File: src/rtl/qspi_flash_rd_seq.sv
// Flash read sequencer: expands one read command into the config/data register accesses
// on the qspi_wrap request/response port and streams the returned bytes out.
module qspi_flash_rd_seq #(
  parameter logic [3:0]  DIV   = 4'd1,
  parameter logic [1:0]  MODE  = 2'b00,
  parameter int unsigned LEN_W = 16
) (
  input  logic             clk,
  input  logic             rst_n,
  input  logic             rd_req_vld,
  output logic             rd_req_rdy,
  input  logic [23:0]      rd_req_addr,
  input  logic [LEN_W-1:0] rd_req_len,
  input  logic             rd_req_quad,
  output logic             out_vld,
  input  logic             out_rdy,
  output logic [7:0]       out_dat,
  output logic             rd_done,
  output logic             qspi_if_req_vld,
  input  logic             qspi_if_req_rdy,
  output logic [2:0]       qspi_if_req_addr,
  output logic             qspi_if_req_read,
  output logic [7:0]       qspi_if_req_dat,
  input  logic             qspi_if_rsp_vld,
  output logic             qspi_if_rsp_rdy,
  input  logic [7:0]       qspi_if_rsp_dat
);

  localparam logic [2:0] RegCfg0 = 3'd0;
  localparam logic [2:0] RegCfg1 = 3'd1;
  localparam logic [2:0] RegData = 3'd2;

  typedef enum logic [3:0] {
    StIdle, StCsOn, StCfgCmd, StCmd, StA2, StA1, StA0,
    StDmyCfg, StDmyDat, StCfgDat, StRd, StCsOff, StDone
  } state_e;

  state_e           state_q, state_d;
  logic             resp_q, resp_d;  // 0: ISSUE phase, 1: RESP phase of current access
  logic [23:0]      addr_q, addr_d;
  logic [LEN_W-1:0] rem_q, rem_d;
  logic             quad_q, quad_d;
  logic             busy;

  function automatic logic [7:0] cfg0(input logic dummy, input logic [1:0] typ);
    return {MODE, dummy, typ, 1'b0, 2'b00};
  endfunction

  always_ff @(posedge clk or negedge rst_n) begin
    if (!rst_n) begin
      state_q <= StIdle;
      resp_q  <= 1'b0;
      addr_q  <= '0;
      rem_q   <= '0;
      quad_q  <= 1'b0;
    end else begin
      state_q <= state_d;
      resp_q  <= resp_d;
      addr_q  <= addr_d;
      rem_q   <= rem_d;
      quad_q  <= quad_d;
    end
  end

  always_comb begin
    state_d = state_q;
    resp_d  = resp_q;
    addr_d  = addr_q;
    rem_d   = rem_q;
    quad_d  = quad_q;
    case (state_q)
      StIdle: begin
        if (rd_req_vld) begin
          addr_d  = rd_req_addr;
          rem_d   = rd_req_len;
          quad_d  = rd_req_quad;
          resp_d  = 1'b0;
          state_d = (rd_req_len == '0) ? StDone : StCsOn;
        end
      end
      StDone: state_d = StIdle;
      default: begin
        if (!resp_q) begin
          if (qspi_if_req_rdy) resp_d = 1'b1;
        end else if (qspi_if_rsp_vld && qspi_if_rsp_rdy) begin
          resp_d = 1'b0;
          case (state_q)
            StCsOn:   state_d = StCfgCmd;
            StCfgCmd: state_d = StCmd;
            StCmd:    state_d = StA2;
            StA2:     state_d = StA1;
            StA1:     state_d = StA0;
            StA0:     state_d = quad_q ? StDmyCfg : StCfgDat;
            StDmyCfg: state_d = StDmyDat;
            StDmyDat: state_d = StCfgDat;
            StCfgDat: state_d = StRd;
            StRd: begin
              rem_d   = rem_q - LEN_W'(1);
              state_d = (rem_q == LEN_W'(1)) ? StCsOff : StRd;
            end
            StCsOff:  state_d = StDone;
            default:  state_d = StIdle;
          endcase
        end
      end
    endcase
  end

  assign busy = (state_q != StIdle) && (state_q != StDone);

  always_comb begin
    rd_req_rdy       = (state_q == StIdle);
    rd_done          = (state_q == StDone);
    qspi_if_req_vld  = busy && !resp_q;
    // Read data passes straight through: backpressure from the consumer reaches the wrap.
    qspi_if_rsp_rdy  = busy && resp_q && ((state_q == StRd) ? out_rdy : 1'b1);
    out_vld          = (state_q == StRd) && resp_q && qspi_if_rsp_vld;
    out_dat          = qspi_if_rsp_dat;
    qspi_if_req_addr = RegData;
    qspi_if_req_read = 1'b0;
    qspi_if_req_dat  = 8'h00;
    case (state_q)
      StCsOn: begin
        qspi_if_req_addr = RegCfg1;
        qspi_if_req_dat  = {DIV, 1'b0, 3'b000};
      end
      StCfgCmd: begin
        qspi_if_req_addr = RegCfg0;
        qspi_if_req_dat  = cfg0(1'b0, 2'b00);
      end
      StCmd:    qspi_if_req_dat = quad_q ? 8'h6B : 8'h03;
      StA2:     qspi_if_req_dat = addr_q[23:16];
      StA1:     qspi_if_req_dat = addr_q[15:8];
      StA0:     qspi_if_req_dat = addr_q[7:0];
      StDmyCfg: begin
        qspi_if_req_addr = RegCfg0;
        qspi_if_req_dat  = cfg0(1'b1, 2'b00);
      end
      StDmyDat: qspi_if_req_dat = 8'h00;
      StCfgDat: begin
        qspi_if_req_addr = RegCfg0;
        qspi_if_req_dat  = cfg0(1'b0, quad_q ? 2'b10 : 2'b00);
      end
      StRd:     qspi_if_req_read = 1'b1;
      StCsOff: begin
        qspi_if_req_addr = RegCfg1;
        qspi_if_req_dat  = {DIV, 1'b1, 3'b000};
      end
      default: ;
    endcase
  end

endmodule
File: config.mk
export PLATFORM = sky130hd
export DESIGN_NAME = qspi_flash_rd_seq
export DESIGN_NICKNAME = d
export VERILOG_FILES = /design/src/rtl/qspi_flash_rd_seq.sv
export SDC_FILE = /design/constraint.sdc
export NUM_CORES = 1
export LEC_CHECK = 0
export BUFFER_PORTS_ARGS = -buffer_cell sky130_fd_sc_hd__buf_2
export CELL_PAD_IN_SITES_DETAIL_PLACEMENT = 0
export CELL_PAD_IN_SITES_GLOBAL_PLACEMENT = 2
export CORE_ASPECT_RATIO = 0.5
export CORE_MARGIN = 8
export CORE_UTILIZATION = 33
export CTS_CLUSTER_DIAMETER = 100
export CTS_CLUSTER_SIZE = 10
export DETAILED_ROUTE_END_ITERATION = 6
export HOLD_SLACK_MARGIN = 0.06
export PLACE_DENSITY_LB_ADDON = 0.1
export SYNTH_ARGS = -nofsm -noshare
export SYNTH_HDL_FRONTEND = slang
export SYNTH_SLANG_ARGS = --single-unit
export TNS_END_PERCENT = 20
File: constraint.sdc
create_clock -name clk -period 6.4 [get_ports clk]
set_clock_uncertainty 0.15 [all_clocks]
set_input_delay 0.32 -clock clk [delete_from_list [all_inputs] [get_ports clk]]
set_output_delay 0.32 -clock clk [all_outputs]
set_load 0.01 [all_outputs]
==> summary.txt <==
Run status
  – Status: complete, no violations

Synthesis
  – #FFs+latches synth: 46
  – Yosys top cell by area: dfrtp_1
  – Post-Syn Instances: 298
  – Ys Warns: 0
  – Number of flops mapped to enable cells by yosys: 0
  – Synth cell count leaders: dfrtp_1, mux2_2, nor2_1, a21oi_1, o21ai_0
  – Cell area after synthesis: 0.002781 mm²
  – Top cells by area, synth: dfrtp_1, mux2_2, a21oi_1
  – Most numerous cell in the Yosys netlist: dfrtp_1
  – Syn_nets: 355
  – Yosys cell types: 55
  – Sequential area share after synthesis: 41.39%
  – Post-synth ARST share: 100.0%
  – Mean Syn Cell Area: 9.334 µm²
  – Synth Flop Type: dfrtp_1
  – Share of the synthesized area in the top cell type: 41.39%

Timing
  – Slew headroom: 28.51%
  – Final worst path period share: 51.05%
  – Final setup fails: 0
  – Final Critical Period: 3267 ps
  – Fmax: 0.3061 GHz
  – Worst-Margin Slew: 1072 ps
  – Final Hold Viols: 0
  – Max-slew violations: 0
  – RSZ-0062 raised after global routing: no
  – WHS: 78.72 ps
  – Fin Setup TNS: 0 ps

Placement
  – Detailed placement HPWL: 5645 µm
  – # port buffers: 62
  – DP Cell Count: 443
  – Placer Congestion: 0.7607

Setup path
  – Endpoint class of the critical path: flop
  – Top delay family on crit path: simple AND/OR/NAND/NOR gates
  – Crit path largest cell delay: 810 ps
  – Worst Reg-to-Reg Cells: 6
  – RR Startpoint: state_q[1]
  – Buf/Inv on CP: 1
  – Arr. time, crit path: 3300 ps
  – Crit Path Class: flop to flop
  – Slowest-stage cell, CP: or4_4
  – CP required: 6430 ps
  – Reg-to-reg slack, setup: 3130 ps
  – Critical Path Fanout Max: 33
  – RR Endpoint: state_q[3]
  – Worst path depth: 6
  – CP cell instances: or4_4, clkinv_4, and2_4, a311o_1, nand2_1, a22o_1
  – CP Launch Type: flop

Finish
  – Fin cells: 451
  – P&R area growth vs syn: 15.74%
  – Nets: 395
  – Number of antenna diodes: 0
  – Layout cells sized above 1: 30.38%

Clock tree
  – Clock Latency Late Sink: 290 ps
  – CTS Sinks: 46
  – CTS tree: done
  – Clock Tree Buf Depth: 2
  – Hold buffer count at CTS: 0
  – Root Buffer: clkbuf_16
  – Num CTS Buffers: 5
  – H-tree levels: 2
  – Clk slew on worst S/H paths: 70 ps
  – Setup Fix Bufs, Post-CTS: 0
  – CTS resizes: 0

Detailed routing
  – Router iterations before antenna repair: 4
  – Via/cell ratio: 5.302
  – Iter 0 DRT Violations: 142
  – Final antenna-violating net count: 0
  – Routed WL: 7892 µm
  – DR DRC count: 0
  – Via count: 2,391
  – WL per Instance: 17.50 µm

Power
  – Leakage: 0.001390 µW
  – P per Cell Area: 493.0 mW/mm²
  – VDD IR max: 0.1744 mV

Run
  – Max_cap viols: 0

Floorplanning
  – Die width: 145.8 µm
  – CORE AREA: 0.008087 mm²
  – Io pins: 80
  – Row count: 23
  – Die area: 0.01180 mm²
  – Initial Utilization: 34.40%
  – Die Height: 80.92 µm

GRT
  – Largest net degree at the start of global routing: 47
  – Total gr overflow: 0
  – All-Layer GR Usage: 13.66%
  – Initial antenna violation count: 0
  – Vias in the first global route: 2,501
  – First-pass GRT wire length: 13,080 µm

Hold path
  – Type of the tightest min-delay check: primary input to async pin
[worst register-to-register path, stage by stage, from the launching register on]
cell	delay (ps)
dfrtp_1	760
or4_4	810
clkinv_4	250
and2_4	440
a311o_1	410
nand2_1	90
a22o_1	240
[sequential cells by signal (all words and copies together) (netlist names)]
signal and cells:
addr_q 24, quad_q 1, rem_q 16, resp_q 1, state_q 4
[area by class of cell]
class,instances,area (µm²)
Clock buffer,6,128.9
Tap cell,112,140.1
Inverter,6,27.53
Sequential cell,46,1151
Timing Repair Buffer,63,317.8
Fill cell,823,4867
Clock inverter,2,37.54
Multi-Input combinational cell,216,1416
[logic make-up after synthesis]
group	count (synthesis)	share of synthesized area, %
AO/OA/AOI/OAI	79	18.13
XOR/XNOR	2	0.6299
adder cells (fa/ha/maj)	2	0.8995
buffers and inverters	36	7.692
flip-flops	46	41.39
multiplexers	32	12.73
other	1	0.1348
AND/OR/NAND/NOR	100	18.40
[metrics by stage]
step                      cell area, µm²  total power [µW]  setup slack (ps)  utilization [%]
after global routing                3219              1725              2884            39.81
final                               3219              1587              3133            39.81
after global placement              3053              1286              3196            37.75
after detailed placement            3053              1300              3116            37.75
after floorplan                     2781              1102              4169                -
after CTS                           3219              1606              3111            39.81
[routing by layer]
metal	track usage, %	part of all wire (%)	vias to the layer above
met5	0	0	-
met4	4.222	1.4	0
met3	3.769	4.7	16
met2	21.57	43	58
met1	18.09	51	1153
li1	-	-	1164
[cell usage in the layout (no fill, tap or decap), types with 3 or more instances in the layout]
| cell type | instances |
|---|---|
| a31oi_1 | 4 |
| nor3b_1 | 3 |
| nor2b_1 | 3 |
| nand3_1 | 4 |
| nand2b_1 | 5 |
| o31ai_1 | 3 |
| mux2_2 | 27 |
| nor2_1 | 26 |
| mux2i_1 | 5 |
| o22a_1 | 3 |
| o2bb2ai_1 | 5 |
| buf_2 | 62 |
| or3_1 | 5 |
| nand2_1 | 21 |
| a21oi_1 | 22 |
| clkbuf_16 | 5 |
| nor3_1 | 11 |
| o21ai_0 | 22 |
| a22oi_1 | 3 |
| inv_1 | 5 |
| nor4_1 | 11 |
| dfrtp_1 | 46 |
[where the power goes]
group | total [µW] | switching (µW) | internal, µW
registers | 596 | 166 | 430
clock network | 300 | 116 | 185
logic | 691 | 372 | 319
[worst max-delay path by stage]
| stage | from | slack, ps | to |
|---|---|---|---|
| 2_1_floorplan | state_q[1] | 4170 | addr_q[15] |
| 5_1_grt | state_q[1] | 2880 | state_q[3] |
| 3_5_place_dp | state_q[1] | 3120 | state_q[3] |
| 6_report | state_q[1] | 3130 | state_q[3] |
| 3_3_place_gp | state_q[1] | 3200 | state_q[3] |
| 4_1_cts | state_q[1] | 3110 | state_q[3] |
(Power assumes the default switching activity.)
